===== src/rtl/oxi_pkg.sv =====
// rtl/oxi_pkg.sv - shared sequencer state/channel types and sample width for the oximeter datapath
package oxi_pkg;

    localparam int ADC_W = 8;

    typedef enum logic [2:0] {
        ST_IDLE,
        ST_DEAD,
        ST_SETTLE,
        ST_CONV,
        ST_HOLD
    } seq_state_e;

    typedef enum logic {
        CH_RED = 1'b0,
        CH_IR  = 1'b1
    } chan_e;

endpackage


===== src/rtl/led_adc_sequencer_phase_timer.sv =====
// rtl/led_adc_sequencer_phase_timer.sv - wrapping per-phase cycle counter with dead/settle/phase-end decodes
module phase_timer #(
    parameter int PHASE_CYCLES  = 5000,
    parameter int DEAD_CYCLES   = 50,
    parameter int SETTLE_CYCLES = 500
) (
    input  logic clk_i,
    input  logic rst_ni,
    input  logic run_i,
    output logic dead_end_o,
    output logic settle_end_o,
    output logic phase_end_o
);

    localparam int CNT_W = $clog2(PHASE_CYCLES);

    logic [CNT_W-1:0] phase_cnt_q, phase_cnt_d;

    assign dead_end_o   = run_i && (phase_cnt_q == CNT_W'(DEAD_CYCLES - 1));
    assign settle_end_o = run_i && (phase_cnt_q == CNT_W'(DEAD_CYCLES + SETTLE_CYCLES - 1));
    assign phase_end_o  = run_i && (phase_cnt_q == CNT_W'(PHASE_CYCLES - 1));

    // Held at zero while idle so the first running cycle is phase cycle 0.
    always_comb begin
        phase_cnt_d = '0;
        if (run_i && !phase_end_o) begin
            phase_cnt_d = phase_cnt_q + CNT_W'(1);
        end
    end

    always_ff @(posedge clk_i or negedge rst_ni) begin
        if (!rst_ni) begin
            phase_cnt_q <= '0;
        end else begin
            phase_cnt_q <= phase_cnt_d;
        end
    end

endmodule


===== src/rtl/led_adc_sequencer.sv =====
// rtl/led_adc_sequencer.sv - red/IR LED alternation and ADC sequencing with per-channel sample strobes
// LED_SEQ_AVG2_EN: two conversions per phase, averaged result strobed once.
module led_adc_sequencer
    import oxi_pkg::*;
#(
    parameter int PHASE_CYCLES  = 5000,
    parameter int DEAD_CYCLES   = 50,
    parameter int SETTLE_CYCLES = 500
) (
    input  logic             CLK,
    input  logic             rst_n,
    input  logic             enable,
    output logic             adc_start,
    input  logic             adc_done,
    input  logic [ADC_W-1:0] adc_data,
    output logic             LED_RED,
    output logic             LED_IR,
    output logic [ADC_W-1:0] RED_ADC_Value,
    output logic [ADC_W-1:0] IR_ADC_Value,
    output logic             red_valid,
    output logic             ir_valid,
    output logic             adc_timeout
);

    seq_state_e       state_q, state_d;
    chan_e            chan_q, chan_d;
    logic             led_red_q, led_red_d;
    logic             led_ir_q, led_ir_d;
    logic             start_q, start_d;
    logic [ADC_W-1:0] red_val_q, red_val_d;
    logic [ADC_W-1:0] ir_val_q, ir_val_d;
    logic             red_vld_q, red_vld_d;
    logic             ir_vld_q, ir_vld_d;
    logic             tmo_q, tmo_d;
    logic             accept;
    logic [ADC_W-1:0] result;
    logic             dead_end, settle_end, phase_end;

    phase_timer #(
        .PHASE_CYCLES (PHASE_CYCLES),
        .DEAD_CYCLES  (DEAD_CYCLES),
        .SETTLE_CYCLES(SETTLE_CYCLES)
    ) u_phase_timer (
        .clk_i       (CLK),
        .rst_ni      (rst_n),
        .run_i       (state_q != ST_IDLE),
        .dead_end_o  (dead_end),
        .settle_end_o(settle_end),
        .phase_end_o (phase_end)
    );

`ifdef LED_SEQ_AVG2_EN
    logic             first_q, first_d;
    logic [ADC_W-1:0] samp_a_q, samp_a_d;

    assign result = ADC_W'(((ADC_W+1)'(samp_a_q) + (ADC_W+1)'(adc_data)) >> 1);

    always_ff @(posedge CLK or negedge rst_n) begin
        if (!rst_n) begin
            first_q  <= 1'b0;
            samp_a_q <= '0;
        end else begin
            first_q  <= first_d;
            samp_a_q <= samp_a_d;
        end
    end
`else
    assign result = adc_data;
`endif

    always_comb begin
        state_d   = state_q;
        chan_d    = chan_q;
        red_val_d = red_val_q;
        ir_val_d  = ir_val_q;
        start_d   = 1'b0;
        red_vld_d = 1'b0;
        ir_vld_d  = 1'b0;
        tmo_d     = 1'b0;
        accept    = 1'b0;
`ifdef LED_SEQ_AVG2_EN
        first_d   = first_q;
        samp_a_d  = samp_a_q;
`endif

        unique case (state_q)
            ST_IDLE: begin
                chan_d = CH_RED;
                if (enable) state_d = ST_DEAD;
            end
            ST_DEAD: begin
                if (dead_end) state_d = ST_SETTLE;
            end
            ST_SETTLE: begin
                if (settle_end) begin
                    state_d = ST_CONV;
                    start_d = 1'b1;
                end
            end
            ST_CONV: begin
                if (adc_done) begin
`ifdef LED_SEQ_AVG2_EN
                    if (first_q) begin
                        accept  = 1'b1;
                        first_d = 1'b0;
                    end else begin
                        samp_a_d = adc_data;
                        first_d  = 1'b1;
                        start_d  = !phase_end;
                    end
`else
                    accept = 1'b1;
`endif
                end
            end
            ST_HOLD: begin
            end
            default: state_d = ST_IDLE;
        endcase

        if (accept) begin
            state_d = ST_HOLD;
            if (chan_q == CH_RED) begin
                red_val_d = result;
                red_vld_d = 1'b1;
            end else begin
                ir_val_d = result;
                ir_vld_d = 1'b1;
            end
        end

        // Phase end overrides everything except a result accepted on this same cycle.
        if (phase_end) begin
            tmo_d   = (state_q == ST_CONV) && !accept;
            start_d = 1'b0;
            state_d = enable ? ST_DEAD : ST_IDLE;
            chan_d  = !enable ? CH_RED : ((chan_q == CH_RED) ? CH_IR : CH_RED);
`ifdef LED_SEQ_AVG2_EN
            first_d = 1'b0;
`endif
        end

        led_red_d = (state_d inside {ST_SETTLE, ST_CONV, ST_HOLD}) && (chan_d == CH_RED);
        led_ir_d  = (state_d inside {ST_SETTLE, ST_CONV, ST_HOLD}) && (chan_d == CH_IR);
    end

    always_ff @(posedge CLK or negedge rst_n) begin
        if (!rst_n) begin
            state_q   <= ST_IDLE;
            chan_q    <= CH_RED;
            led_red_q <= 1'b0;
            led_ir_q  <= 1'b0;
            start_q   <= 1'b0;
            red_val_q <= '0;
            ir_val_q  <= '0;
            red_vld_q <= 1'b0;
            ir_vld_q  <= 1'b0;
            tmo_q     <= 1'b0;
        end else begin
            state_q   <= state_d;
            chan_q    <= chan_d;
            led_red_q <= led_red_d;
            led_ir_q  <= led_ir_d;
            start_q   <= start_d;
            red_val_q <= red_val_d;
            ir_val_q  <= ir_val_d;
            red_vld_q <= red_vld_d;
            ir_vld_q  <= ir_vld_d;
            tmo_q     <= tmo_d;
        end
    end

    assign adc_start     = start_q;
    assign LED_RED       = led_red_q;
    assign LED_IR        = led_ir_q;
    assign RED_ADC_Value = red_val_q;
    assign IR_ADC_Value  = ir_val_q;
    assign red_valid     = red_vld_q;
    assign ir_valid      = ir_vld_q;
    assign adc_timeout   = tmo_q;

endmodule


===== config.mk =====
export PLATFORM = sky130hd
export DESIGN_NAME = led_adc_sequencer
export DESIGN_NICKNAME = d
export VERILOG_FILES = /design/src/rtl/oxi_pkg.sv /design/src/rtl/led_adc_sequencer_phase_timer.sv /design/src/rtl/led_adc_sequencer.sv
export SDC_FILE = /design/constraint.sdc
export NUM_CORES = 1
export LEC_CHECK = 0
export BUFFER_PORTS_ARGS = -buffer_cell sky130_fd_sc_hd__buf_2
export CAP_MARGIN = 25
export CORE_MARGIN = 5
export CORE_UTILIZATION = 40
export CTS_CLUSTER_SIZE = 24
export DETAILED_ROUTE_END_ITERATION = 8
export RECOVER_POWER = 100
export SLEW_MARGIN = 20
export SYNTH_ARGS = -nofsm -noshare
export SYNTH_HDL_FRONTEND = slang
export SYNTH_SLANG_ARGS = --single-unit

===== constraint.sdc =====
create_clock -name CLK -period 1.8 [get_ports CLK]
set_input_delay 0.18 -clock CLK [delete_from_list [all_inputs] [get_ports CLK]]
set_output_delay 0.18 -clock CLK [all_outputs]
set_load 0.01 [all_outputs]

==> run summary <==
Outcome: completed
Area share of the largest cell type after synthesis: 0.574
CTS clk-pin slew, worst paths: 70 ps
DR pass1 iterations: 4
Layout net count: 217
Root buffer cell: clkbuf_8
Crit path kind: reg2reg
Later-pin clock latency in the skew report: 280 ps
Synthesized flop and latch total: 39
Die H: 75.2 um
Mapped Area: 0.00170 mm2
Synth Area in XOR/XNOR: 0.0566
Area grow syn2layout: 20.7%
Core footprint: 0.00406 mm2
Syn_nets: 173
HP Start: adc_data[3]
Mean routed wirelength per cell: 13.6 um
RSZ-0062 raised after global routing: no
Worst vdd ir: 0.000664 V
Hpwl dp: 2550 um
Synth cell types: 34
Die width: 75.2 um
Fin Clk Skew: 3.94 ps
Cell Rows: 23
Net Sw Power: 0.000838 W
Routability cong.: 0.860
Post-synth EDFFs: 0
Total GRT Usage: 0.132
ANT nets after route: 0
Mux share of post-synthesis cell area: 0.0588
Largest area contributor in the netlist: dfrtp_1
Worst-Margin Slew: 662 ps
Adder-Cell Fraction of Synth Area: 0.0147
Part of the power in registers: 0.459
Top area cells in the synthesized netlist: dfrtp_1 (57%), nand2_1 (6.0%), mux2_2 (5.3%), nor2_1 (4.6%), xnor2_1 (3.6%)
Sequential area share after synthesis: 0.574
Slew margin rel.: 0.559
# IOs: 34
Pwr dens: 1290 mW/mm2
First-pass GRT wire length: 5650 um
Max Clk Rate: 0.611 GHz
CP Capture Type: flip-flop
Worst r2r src: u_phase_timer.phase_cnt_q[3]
DR vias: 1271
Internal Pwr Total: 0.00181 W
Tmin final: 1640 ps
Setup crit start kind: flip-flop
Setup TNS: 0 ps
CTS sink cnt: 39
Top_reg_cell synth: dfrtp_1
Period utilization: 0.909
Final hold vios: 0
Warnings, synthesis: 0
Post-route cell area: 0.00205 mm2
Total power: 0.00264 W
Slew Viols, Final: 0
Async set-reset flop share out of synthesis: 1.00
Total wire length: 3460 um
Lkg Pwr: 0.998 nW
Largest net degree at the start of global routing: 28
TritonCTS clock tree: yes
Hold Crit Class: in2reg
Crit-path max FO: 13
Initial Utilization: 0.419
Die footprint: 0.00566 mm2
Avg Synthesized Cell Area: 10.7 um2
Worst EP arrival: 1790 ps
Clock Tree Buf Depth: 2
CTS H-Tree Depth: 2
Ratio of cells with drive above 1 in the final layout: 0.181
Synth Instances: 159
Via/cell ratio: 5.00
I/O Buffers: 33
Combinational group share of total power: 0.262
Initial antenna violation count: 0
Vias in the first global route: 1186
Clock share of power: 0.279
Setup violators final: 0
DRC: 0
Antenna fix cells: 0
Cts bufs inserted: 5
CP startpoint: u_phase_timer.phase_cnt_q[3]
Iteration-0 DRC Markers: 127
Dpl cell area: 0.00196 mm2
CP required: 1960 ps
Global route overflow: 0
Max-Cap Viols: 0
Sw Ratio: 0.317
Synth Area in Compound Gates: 0.0279
Largest family of logic cells by synthesized area: simple AND/OR/NAND/NOR gates
Simple-gate area share of the yosys netlist: 0.246
[cell usage in the layout (no fill, tap or decap), drive strengths merged]
cell          n
buf          14
nand4         6
a21o          1
nor3          4
bufinv        1
clkbuf       31
and3          2
clkinv        2
a21oi         3
o21a          1
and2          1
o21ai         1
ha            2
mux2          8
nand3b        1
and4b         2
xnor2         7
xor2          4
dfrtp        39
inv           4
nor2b         1
nand2b        3
mux2i         1
dlygate4sd3   1
and2b         2
or2           1
nor2         22
nor4b         1
nand3         6
nand2        27
a31oi         2
nor4          3
[final cells by class]
class                      instances  area, um2
fill                             371       2000
sequential                        39        976
multi-input combinational        112        694
timing repair buffer              40        185
clock buffer                       6       82.6
tap                               50       62.6
clock inverter                     2       35.0
inverter                           5       18.8
[power by group through the flow]
stage / Clock [W] / Sequential [W] / Combinational, W
6_report: 0.000737 / 0.00121 / 0.000693
5_1_grt: 0.000806 / 0.00124 / 0.000772
4_1_cts: 0.000763 / 0.00121 / 0.000731
3_5_place_dp: 0 / 0.00122 / 0.000726
3_3_place_gp: 0 / 0.00122 / 0.000698
2_1_floorplan: 0 / 0.00124 / 0.000467
[cell usage after synthesis (2+ instances only)]
cell type,instances
nand3_1,5
and2b_1,2
nand2b_1,3
nand4_1,6
nand2_1,27
and4b_1,2
a31oi_1,2
clkbuf_1,2
xnor2_1,7
xor2_1,4
nor4_1,2
ha_1,2
inv_1,4
mux2_2,8
nor2_1,21
a21oi_1,3
and3_1,2
nor3_1,3
dfrtp_1,39
[critical path: stages (launching register included)]
cell and delay (ps):
dfrtp_1 420, nor3_2 250, nand3_2 130, nor4_4 300, or2_2 320, nor2_1 100
[final timing paths]
check                                                     to  slack (ps)  cells past startpoint
worst max-delay path            u_phase_timer.phase_cnt_q[3]         160                      5
worst min-delay path                         IR_ADC_Value[3]         100                      3
worst max register to register  u_phase_timer.phase_cnt_q[3]         160                      5
worst min register to register               IR_ADC_Value[3]         480                      2
max in group asynchronous                    IR_ADC_Value[6]         600                      3
min in group asynchronous                         state_q[2]         460                      2
[kinds of logic (layout without fill, tap and decap cells)]
kind of cell | count (synthesis) | count (layout)
adder cells (fa/ha/maj) | 2 | 2
AO/OA/AOI/OAI | 8 | 8
flip-flops | 39 | 39
XOR/XNOR | 11 | 11
buffers and inverters | 8 | 53
multiplexers | 9 | 9
AND/OR/NAND/NOR | 82 | 82
[metrics by stage]
step | hold slack (ps) | utilization | std cells | setup slack, ps
final | 98.8 | 0.506 | 254 | 164
after global routing | 90.8 | 0.506 | 254 | 67.4
after CTS | 87.4 | 0.513 | 254 | 164
after detailed placement | 223 | 0.482 | 245 | 183
after global placement | 208 | 0.482 | 245 | 213
after floorplan | -116 | - | 159 | 226
[routing by layer]
layer  track usage  up-vias  wire length [um]  share of wire
met5             0        -                 0              0
met4        0.0466        0                48          0.014
met3        0.0414        5               208          0.060
met2         0.209       25              1640           0.47
met1         0.173      618              1560           0.45
li1              -      623                 -              -
[registers in the layout, indices dropped and copies added, names as in the netlist]
signal and count:
adc_timeout 1, LED_IR 1, adc_start 1, ir_valid 1, RED_ADC_Value 8, chan_q 1, LED_RED 1, IR_ADC_Value 8
u_phase_timer.phase_cnt_q 13, state_q 3, red_valid 1
[timing repair]
action / in CTS / in global routing
gates resized for setup: 0 / 1
endpoints found under the hold margin: 25 / 0
setup buffers: 0 / 0
hold buffers: 1 / 0
setup endpoints to repair: 0 / 2
(Power assumes the default switching activity.)
